File: src/rtl/fpu_issue_arbiter_pkg.sv
// +----------------------------------------------------------------------+
// | fpu_issue_arbiter_pkg : shared FP16 types and arbiter FSM states     |
// | Revision: 1.0                                                        |
// +----------------------------------------------------------------------+
`default_nettype none

package fpu_issue_arbiter_pkg;

  localparam int FP16_W = 16;
  localparam int FLAG_W = 3;
  localparam int OP_W   = 2;

  typedef logic [FP16_W-1:0] fp16_t;
  // Flag bit order is {OF, UF, NX}.
  typedef logic [FLAG_W-1:0] opStatusFlag_t;

  typedef enum logic [OP_W-1:0] {
    OP_ADD = 2'd0,
    OP_SUB = 2'd1,
    OP_MUL = 2'd2,
    OP_ILL = 2'd3
  } fpuOp_t;

  localparam fp16_t FP16_QNAN = 16'h7E00;

  typedef enum logic [0:0] {
    ST_RUN   = 1'b0,
    ST_DRAIN = 1'b1
  } arb_state_t;

endpackage

`default_nettype wire

File: src/rtl/fpu_rr_arbiter.sv
// +----------------------------------------------------------------------+
// | fpu_rr_arbiter : combinational round-robin, first valid at/after ptr |
// | Revision: 1.0                                                        |
// +----------------------------------------------------------------------+
`default_nettype none

module fpu_rr_arbiter #(
  parameter int NREQ = 2
) (
  input  logic [NREQ-1:0]         req,
  input  logic [$clog2(NREQ)-1:0] ptr,
  output logic [NREQ-1:0]         grant
);

  localparam int IDX_W = $clog2(NREQ);

  logic [IDX_W:0] sum;
  logic           found;

  // One wrap subtraction suffices because ptr is always below NREQ.
  always_comb begin
    grant = '0;
    found = 1'b0;
    sum   = '0;
    for (int k = 0; k < NREQ; k++) begin
      sum = {1'b0, ptr} + (IDX_W+1)'(k);
      if (sum >= (IDX_W+1)'(NREQ)) begin
        sum = sum - (IDX_W+1)'(NREQ);
      end
      if (!found && req[sum[IDX_W-1:0]]) begin
        grant[sum[IDX_W-1:0]] = 1'b1;
        found                 = 1'b1;
      end
    end
  end

endmodule

`default_nettype wire

File: src/rtl/fpu_issue_arbiter.sv
// +----------------------------------------------------------------------+
// | fpu_issue_arbiter : shares one pipelined FP16 datapath among NREQ    |
// | requesters with result routing, sticky flags and flush/drain.        |
// | Revision: 1.0                                                        |
// +----------------------------------------------------------------------+
`default_nettype none

module fpu_issue_arbiter
  import fpu_issue_arbiter_pkg::*;
#(
  parameter int NREQ = 2,
  parameter int LAT  = 3
) (
  input  logic                clock,
  input  logic                reset,
  input  logic [NREQ-1:0]     reqValid,
  output logic [NREQ-1:0]     reqReady,
  input  logic [2*NREQ-1:0]   reqOp,
  input  logic [16*NREQ-1:0]  reqA,
  input  logic [16*NREQ-1:0]  reqB,
  output logic                dpValid,
  output logic [1:0]          dpOp,
  output logic [15:0]         dpA,
  output logic [15:0]         dpB,
  input  logic [15:0]         dpResult,
  input  logic [2:0]          dpFlags,
  output logic [NREQ-1:0]     rspValid,
  output logic [15:0]         rspResult,
  output logic [2:0]          rspFlags,
  output logic [3*NREQ-1:0]   accFlags,
  input  logic [NREQ-1:0]     clearFlags,
  input  logic                flushReq,
  output logic                flushDone
);

  localparam int IDX_W = $clog2(NREQ);
  localparam int CNT_W = $clog2(LAT+1);

  arb_state_t        state_q, state_d;
  logic [IDX_W-1:0]  rr_ptr_q, rr_ptr_d;
  logic [LAT-1:0]    pipe_vld_q, pipe_vld_d;
  logic [LAT-1:0]    pipe_ill_q, pipe_ill_d;
  logic [IDX_W-1:0]  pipe_tag_q [LAT];
  logic [IDX_W-1:0]  pipe_tag_d [LAT];
  logic [CNT_W-1:0]  in_flight_q, in_flight_d;
  logic [3*NREQ-1:0] acc_flags_q, acc_flags_d;

  logic [NREQ-1:0]   grant;
  logic [IDX_W-1:0]  grant_idx;
  logic [1:0]        sel_op;
  fp16_t             sel_a, sel_b;
  logic              accept_en, accept, sel_illegal, tail_vld, flush_done;

  fpu_rr_arbiter #(.NREQ(NREQ)) u_rr_arbiter (
    .req   (reqValid),
    .ptr   (rr_ptr_q),
    .grant (grant)
  );

  always_comb begin
    grant_idx = '0;
    sel_op    = '0;
    sel_a     = '0;
    sel_b     = '0;
    for (int i = 0; i < NREQ; i++) begin
      if (grant[i]) begin
        grant_idx = IDX_W'(i);
        sel_op    = reqOp[2*i +: 2];
        sel_a     = reqA[16*i +: 16];
        sel_b     = reqB[16*i +: 16];
      end
    end
  end

  assign accept_en   = (state_q == ST_RUN) && !reset;
  assign reqReady    = accept_en ? grant : '0;
  assign accept      = accept_en && (|reqValid);
  assign sel_illegal = (sel_op == OP_ILL);

  // Illegal ops are consumed and tracked but never reach the datapath.
  assign dpValid = accept && !sel_illegal;
  assign dpOp    = dpValid ? sel_op : '0;
  assign dpA     = dpValid ? sel_a  : '0;
  assign dpB     = dpValid ? sel_b  : '0;

  assign tail_vld = pipe_vld_q[LAT-1] && !reset;

  always_comb begin
    rspValid  = '0;
    rspResult = '0;
    rspFlags  = '0;
    if (tail_vld) begin
      rspValid[pipe_tag_q[LAT-1]] = 1'b1;
      rspResult = pipe_ill_q[LAT-1] ? FP16_QNAN : dpResult;
      rspFlags  = pipe_ill_q[LAT-1] ? 3'b000    : dpFlags;
    end
  end

  always_comb begin
    pipe_vld_d    = '0;
    pipe_ill_d    = '0;
    pipe_vld_d[0] = accept;
    pipe_ill_d[0] = accept && sel_illegal;
    pipe_tag_d[0] = grant_idx;
    for (int k = 1; k < LAT; k++) begin
      pipe_vld_d[k] = pipe_vld_q[k-1];
      pipe_ill_d[k] = pipe_ill_q[k-1];
      pipe_tag_d[k] = pipe_tag_q[k-1];
    end
  end

  always_comb begin
    in_flight_d = in_flight_q;
    case ({accept, tail_vld})
      2'b10:   in_flight_d = in_flight_q + CNT_W'(1);
      2'b01:   in_flight_d = in_flight_q - CNT_W'(1);
      default: in_flight_d = in_flight_q;
    endcase
  end

  // A clear coinciding with a response keeps that response's flags.
  always_comb begin
    acc_flags_d = acc_flags_q;
    for (int i = 0; i < NREQ; i++) begin
      if (clearFlags[i]) begin
        acc_flags_d[3*i +: 3] = {3{rspValid[i]}} & rspFlags;
      end else begin
        acc_flags_d[3*i +: 3] = acc_flags_q[3*i +: 3] | ({3{rspValid[i]}} & rspFlags);
      end
    end
  end

  always_comb begin
    rr_ptr_d = rr_ptr_q;
    if (accept) begin
      rr_ptr_d = (grant_idx == IDX_W'(NREQ-1)) ? '0 : grant_idx + IDX_W'(1);
    end
  end

  // Drain ends on the cycle the last outstanding response retires
  // (no accepts happen in DRAIN, so in_flight_d reflects only retirement).
  always_comb begin
    state_d    = state_q;
    flush_done = 1'b0;
    case (state_q)
      ST_RUN: begin
        if (flushReq) state_d = ST_DRAIN;
      end
      ST_DRAIN: begin
        if (in_flight_d == '0) begin
          state_d    = ST_RUN;
          flush_done = 1'b1;
        end
      end
      default: state_d = ST_RUN;
    endcase
  end

  assign flushDone = flush_done && !reset;
  assign accFlags  = acc_flags_q;

  always_ff @(posedge clock) begin
    if (reset) begin
      state_q     <= ST_RUN;
      rr_ptr_q    <= '0;
      pipe_vld_q  <= '0;
      pipe_ill_q  <= '0;
      in_flight_q <= '0;
      acc_flags_q <= '0;
      for (int k = 0; k < LAT; k++) begin
        pipe_tag_q[k] <= '0;
      end
    end else begin
      state_q     <= state_d;
      rr_ptr_q    <= rr_ptr_d;
      pipe_vld_q  <= pipe_vld_d;
      pipe_ill_q  <= pipe_ill_d;
      in_flight_q <= in_flight_d;
      acc_flags_q <= acc_flags_d;
      pipe_tag_q  <= pipe_tag_d;
    end
  end

endmodule

`default_nettype wire

File: config.mk
export PLATFORM = sky130hd
export DESIGN_NAME = fpu_issue_arbiter
export DESIGN_NICKNAME = d
export VERILOG_FILES = /design/src/rtl/fpu_issue_arbiter_pkg.sv /design/src/rtl/fpu_rr_arbiter.sv /design/src/rtl/fpu_issue_arbiter.sv
export SDC_FILE = /design/constraint.sdc
export NUM_CORES = 1
export LEC_CHECK = 0
export BUFFER_PORTS_ARGS = -buffer_cell sky130_fd_sc_hd__buf_2
export CORE_MARGIN = 4
export CORE_UTILIZATION = 37
export CTS_CLUSTER_DIAMETER = 150
export DETAILED_ROUTE_END_ITERATION = 16
export PLACE_DENSITY = 0.81
export SLEW_MARGIN = 10
export SYNTH_ARGS = -nofsm -noshare
export SYNTH_HDL_FRONTEND = slang
export SYNTH_SLANG_ARGS = --single-unit
File: constraint.sdc
create_clock -name clock -period 2 [get_ports clock]
set_input_delay 0.1 -clock clock [delete_from_list [all_inputs] [get_ports clock]]
set_output_delay 0.1 -clock clock [all_outputs]
set_load 0.02 [all_outputs]
After elaboration in Yosys (flattened, before gate mapping)
Index checks and enable logic that the tools add are counted.

operators by class
  $add $sub $neg = 6
  order comparisons = 8
  equal/unequal tests = 3
  muxes and demuxes = 40
  bitwise logic cells = 6
  reduce and logical (&&, ||, !) cells = 15

operators with widths
  cell                                                                                 count
  16-bit two-way mux                                                                   8
  1-bit two-way mux                                                                    16
  2-bit two-way mux                                                                    7
  3-bit two-way mux                                                                    4
  1-bit logical AND                                                                    10
  3-bit bitwise AND                                                                    2
  1-bit by 2-bit less-than comparator with 1-bit output, second input constant         3
  3-bit bitwise OR                                                                     2
  2-bit == test, second input constant                                                 2
  2-bit one-hot mux with 2 select lines                                                1
  1-bit demux with 1-bit select                                                        3
  1-bit greater-or-equal comparator, second input constant                             3
  1-bit logical NOT                                                                    3
  1-bit by 1-bit adder with 2-bit output, second input constant                        1
  2-bit by 1-bit adder with 2-bit output, second input constant                        1
  2-bit by 1-bit == test with 1-bit output, second input constant                      1
  1-bit by 2-bit greater-or-equal comparator with 1-bit output, second input constant  1
  2-bit greater-or-equal comparator, second input constant                             1
  2-bit logical NOT                                                                    1
  2-bit bitwise OR                                                                     1
  1-bit one-hot mux with 2 select lines                                                1
  2-bit OR reduction                                                                   1
  1-bit subtractor, second input constant                                              2
  2-bit by 1-bit subtractor with 2-bit output, second input constant                   1
  2 further kinds                                                                      2

storage, ports and cells
  bits in registers = 19
  word-level logic and storage cells = 87

Depth between registers and ports, before layout
  depth in word-level cells = 15
  depth in mapped cells = 9
  mapped depth without buffers = 7

Cells and area by module
From an unflattened synthesis, not the netlist that was laid out.

unflattened totals
  cell total of the unflattened synthesis = 190
  area total of the unflattened synthesis = 1599.0 um2

modules (own cells, without submodules)
  module             times used  cells each  area each (um2)
  fpu_issue_arbiter  1           187         1580.3
  fpu_rr_arbiter     1           3           18.8

Least setup slack after synthesis
Ideal clock, no wire load.

  path type = reg2out
  start point = register state_q
  end point = output port flushDone
  data arrival time = 1.939 ns
  slack = -0.039 ns
  stages on the path, launching flop included = 9
  cell sequence = dfxtp_1 nor2_1 o21a_1 inv_2 buf_2 ha_1 nor3b_1 a21oi_1 nor3_1

between the ends
  word-level cells in the longest chain between the ends = 9
  elaborated cells between the ends (all ways) = 10

ends and longest elaborated chain
  item                                                                       RTL line                  RTL
  start: declaration                                                         fpu_issue_arbiter.sv:39   arb_state_t state_q, state_d;
  start signal: assignment                                                   fpu_issue_arbiter.sv:174  state_q <= state_d;
  1-bit inverter                                                             n/a
  1-bit logical AND                                                          fpu_issue_arbiter.sv:75   assign accept_en = (state_q == ST_RUN) && !reset;
  1-bit logical AND                                                          fpu_issue_arbiter.sv:77   assign accept = accept_en && (|reqValid);
  2-bit by 1-bit == test with 1-bit output or 2-bit == test (tied branches)  fpu_issue_arbiter.sv:114  case ({accept, tail_vld})
  2-bit one-hot mux with 2 select lines                                      fpu_issue_arbiter.sv:114
  2-bit logical NOT                                                          fpu_issue_arbiter.sv:150  if (in_flight_d == '0) begin
  1-bit two-way mux                                                          fpu_issue_arbiter.sv:150
  1-bit two-way mux *                                                        fpu_issue_arbiter.sv:145  case (state_q)
  1-bit logical AND *                                                        fpu_issue_arbiter.sv:159  assign flushDone = flush_done && !reset;
  end: declaration                                                           fpu_issue_arbiter.sv:33   output logic flushDone

Every way passes the cells marked *; elsewhere a longest branch is shown, timed or not.

Final worst setup path
  start point = register rr_ptr_q
  end point = output port dpB[15]

between the ends
  word-level cells in the longest chain between the ends = 15
  elaborated cells between the ends (all ways) = 35

ends and longest elaborated chain
  item                                                                                                       RTL line                  RTL
  start: declaration                                                                                         fpu_issue_arbiter.sv:40   logic [IDX_W-1:0] rr_ptr_q, rr_ptr_d;
  start signal: assignment                                                                                   fpu_issue_arbiter.sv:175  rr_ptr_q <= rr_ptr_d;
  1-bit by 1-bit adder with 2-bit output, or another cell as far along                                       fpu_rr_arbiter.sv:26      sum = {1'b0, ptr} + (IDX_W+1)'(k);
  2-bit greater-or-equal comparator, or another cell as far along                                            fpu_rr_arbiter.sv:27      if (sum >= (IDX_W+1)'(NREQ)) begin
  1-bit two-way mux, or another cell as far along                                                            fpu_rr_arbiter.sv:27
  1-bit by 2-bit less-than comparator with 1-bit output (not written as such), or another cell as far along  fpu_rr_arbiter.sv:31      grant[sum[IDX_W-1:0]] = 1'b1;
  1-bit logical AND (not written as such) or 1-bit two-way mux (tied branches)                               fpu_rr_arbiter.sv:31
  1-bit two-way mux (not written as such) or 1-bit demux with 1-bit select (tied branches)                   n/a
  1-bit demux with 1-bit select or 2-bit two-way mux (tied branches)                                         n/a
  2-bit bitwise OR (no source line)                                                                          n/a
  2-bit two-way mux *                                                                                        fpu_rr_arbiter.sv:30      if (!found && req[sum[IDX_W-1:0]]) begin
  2-bit two-way mux (2 in a row)                                                                             fpu_issue_arbiter.sv:66   if (grant[i]) begin
  2-bit == test                                                                                              fpu_issue_arbiter.sv:78   assign sel_illegal = (sel_op == OP_ILL);
  1-bit logical NOT                                                                                          fpu_issue_arbiter.sv:81   assign dpValid = accept && !sel_illegal;
  1-bit logical AND                                                                                          fpu_issue_arbiter.sv:81
  16-bit two-way mux *                                                                                       fpu_issue_arbiter.sv:84   assign dpB = dpValid ? sel_b : '0;
  end: declaration                                                                                           fpu_issue_arbiter.sv:24   output logic [15:0] dpB,

Every way passes the cells marked *; elsewhere a longest branch is shown, timed or not. The select of a mux whose other input is x is not followed.

==> impl.org <==
** Critical path
- Kind of cell with the highest combined delay on the critical path :: compound AO/OA/AOI/OAI gates
- The worst register-to-register path ends at in_flight_q[1]$_SDFF_PP0_.
- Measured in cells, the most critical reg-to-reg path has a length of 6.
- Peak fanout along the critical path :: 26
- Reg-to-Reg Start :: state_q$_SDFF_PP0_
- Class of the most critical setup path :: reg -> out
- Data required time at the worst endpoint :: 1900 ps
- Delay of the slowest cell on the worst path :: 340 ps
- Crit end category :: output pin
- STA puts the critical path data arrival time at 1810 ps.
- STA classifies the critical path startpoint as a flop.
- Crit path cell chain :: nand2b_4 > a32o_2 > buf_12 > a211oi_1 > buf_2
- Buffers plus inverters on the worst setup path :: 2
- Setup slack on the worst reg-to-reg path comes out at 440 ps.
- Critical path's slowest cell :: dfxtp_1

** Floorplan
- In this run the count of I/O pins placed on the die edge is 159.
- Starting utilization of the core area :: 0.3870
- The floorplan has 24 rows.
- Measured along the y axis, the die boundary spans 75.72 um.
- Area enclosed by the die boundary :: 5733 um2
- The floorplan step set the die width to 75.72 um.
- Core footprint :: 4384 um2

** Status
- The run finished with clean final reports.

** GRT
- The initial antenna violation count was 0.
- The first global-routing pass estimated 8.142 mm of wire.
- Combined global-route utilization of all metal layers :: 0.1836
- Entering global routing, the biggest net connects 37 pins.
- The number of global-route vias before repair was 1856.
- The total overflow left after global routing is 0.

** Synthesis
- Async set or reset register ratio after synthesis :: 0
- Portion of the post-synthesis area used by sequential elements :: 0.2242
- Syn Inst Count :: 189
- In the post-synthesis netlist, the cell with the most instances is a32oi_1.
- The most used flip-flop cell after synthesis is dfxtp_1.
- Summing every instance area after synthesis gives 1697 um2.
- Sorting the synthesized cells by how often they occur yields a32oi_1 (32), a211oi_2 (28), dfxtp_1 (19).
- The synthesized design contains 0 enable-type register cells.
- Net count after synthesis :: 284
- In this run, synthesis produced a sequential element count of 19.
- Post-synthesis cell type with the largest combined area :: dfxtp_1
- After synthesis, the cell types taking the most area are dfxtp_1 (22%), a211oi_2 (21%), a32oi_1 (17%).
- Fraction of synthesized cell area taken by the top area cell type :: 0.2242
- The average instance in the mapped netlist occupies 8.977 um2.
- The Yosys step of the flow raised 0 warnings.
- Netlist cell types :: 31

** Final layout
- The area growth from synthesis to layout is 52.73%.
- Fraction of layout instances using a drive strength above 1 :: 0.6391
- Antenna Cells :: 0
- Fill cell total of the finished layout :: 390
- The final layout contains 434 nets.
- Core occupancy in the finished layout :: 0.5910

** Routing
- Post-detailed-route DRC marker count :: 0
- The detailed router used layers up to and including met4.
- Met2 WL :: 2.985 mm
- WL met1 :: 1.986 mm
- Count of antenna-violating nets left after detailed routing :: 0
- Detailed-router iteration count before antenna repair :: 4
- In the final routed layout, each cell accounts on average for 14.76 um.
- The routed layout has 2117 vias.
- Wires add up to 5.756 mm.
- After the first detailed-routing iteration, the DRC count stood at 58.
- Dividing the detail-routed via count by the number of cells gives 5.428.
- Detailed route wirelength on metal3 :: 727 um

** Clock network
- Post-CTS setup buffer count :: 0
- CTS placed an instance of clkbuf_8 at the clock tree root.
- CTS tree :: built
- No sink is reached through more buffers than the 2 on the longest clock path.
- The clock net in this run drives a total of 19 sinks.
- H-tree lvl count :: 1
- Num CTS Buffers :: 3
- After clock tree synthesis, the clock-pin slew on the worst setup and hold paths is 70 ps.
- Clock latency on the worst-skew pair, taken at its later pin, is 260 ps.

** STA
- Of the available clock period, the critical path in the final layout requires 0.9563.
- Derived from the worst setup path, the maximum achievable clock frequency is 522.9 MHz.
- Final clock skew :: 2.364 ps
- The final number of hold-violating endpoints is 0.
- Worst-case hold slack :: 45.77 ps
- The routed design could run at a clock period as short as 1913 ps.
- Setup violation total in the final timing report :: 0
- Worst max-slew margin expressed relative to the limit :: 0.6540
- Final-report max-slew violation count :: 0
- For the final routed database, the setup TNS stands at 0 ps.
- Unrepaired setup endpoints after global routing :: false
- Slew at the pin with the worst max-slew slack :: 519.0 ps

** Hold path
- The worst hold path was traced through 2 stages.
- The path class of the tightest hold or removal check is in -> reg.
- The worst hold path terminates at accFlags[1]$_SDFF_PP0_.
- Worst hold path startpoint :: clearFlags[0]

** Power
- The analysis attributes to cell leakage a power of 0.001272 uW.
- VDD sags by at most 231.2 uV.
- The design draws 1209 uW.
- Total power per unit cell area :: 466.4 nW/um2

** Place
- After legalization and detailed placement, the total HPWL measured 4.578 mm.
- During placement, the flow inserted port buffers numbering 158.
- Routability-driven placement congestion ratio :: 0.7833

** Run
- Max-cap violations in this run came to 0.
## cell type report
type,instances,area [um2],share of cell area
multi-input cells,137,1160,0.4476
repair buffers,170,908.4,0.3506
inverters,8,30.03,0.01159
clock inverters,1,5.005,0.001931
flip-flops and latches,19,381.6,0.1473
well taps,52,65.06,0.02511
clock buffers,3,41.29,0.01593
## power breakdown
group	leakage, uW	switching [uW]	internal [uW]
registers	0.000155	12.9	394
logic	0.00109	311	225
clock network	0.0000255	127	138
## per-stage QoR
stage               std cells  cell area, um2  worst slack (ps)
finish                    390            2591             87.43
global route              390            2591             9.434
CTS                       390            2564             1.999
global placement          386            2512             330.5
detailed placement        386            2512             240.0
floorplan                 189            1702             123.8
## kinds of logic after synthesis
family                     Yosys count  synth area share
AOI/OAI and AO/OA                   81            0.4690
and+or+nand+nor                     53            0.1755
buffers and inverters               33            0.1136
DFF                                 19            0.2242
xor gates and xnor gates             2           0.01033
adders and majority gates            1          0.007373
## per-layer routing
metal,GRT usage,up-vias
met5,0,-
met2,0.3672,127
met4,0.05243,0
met1,0.1876,951
met3,0.03958,5
li1,-,1034
## what timing repair did
action                                  in CTS  in global routing
endpoints found under the setup margin       1                  1
hold buffers                                 0                  0
gates resized for setup                      1                  7
## how the worst max path moves through the flow
stage,from,endpoint,cells past startpoint
after floorplan,state_q$_SDFF_PP0_,flushDone,8
after global placement,state_q$_SDFF_PP0_,flushDone,8
after detailed placement,state_q$_SDFF_PP0_,flushDone,8
after CTS,state_q$_SDFF_PP0_,flushDone,8
after global routing,state_q$_SDFF_PP0_,flushDone,8
final,rr_ptr_q$_SDFFE_PP0P_,dpB[15],5
## state kept, by name, indices dropped and copies added (netlist names)
register	cells
pipe_vld_q	3
pipe_ill_q	3
in_flight_q	2
rr_ptr_q	1
accFlags	6
pipe_tag_d	2
pipe_tag_q	1
state_q	1
## layout by cell type, fill, tap and decap left out, types with 2 or more instances in the layout
| cell | count |
|---|---|
| and2_1 | 13 |
| a22o_1 | 4 |
| a32oi_1 | 32 |
| nand2_1 | 3 |
| dfxtp_1 | 18 |
| buf_2 | 157 |
| nor2b_1 | 8 |
| o32ai_1 | 2 |
| o21a_1 | 2 |
| buf_12 | 2 |
| a211oi_1 | 5 |
| a211oi_2 | 28 |
| a32o_2 | 2 |
| buf_4 | 11 |
| nor3_1 | 2 |
| clkbuf_8 | 3 |
| nor3b_2 | 2 |
| inv_1 | 7 |
| nor2_1 | 17 |
| a21oi_1 | 3 |
Note: power is estimated with default switching activity, not from simulation.
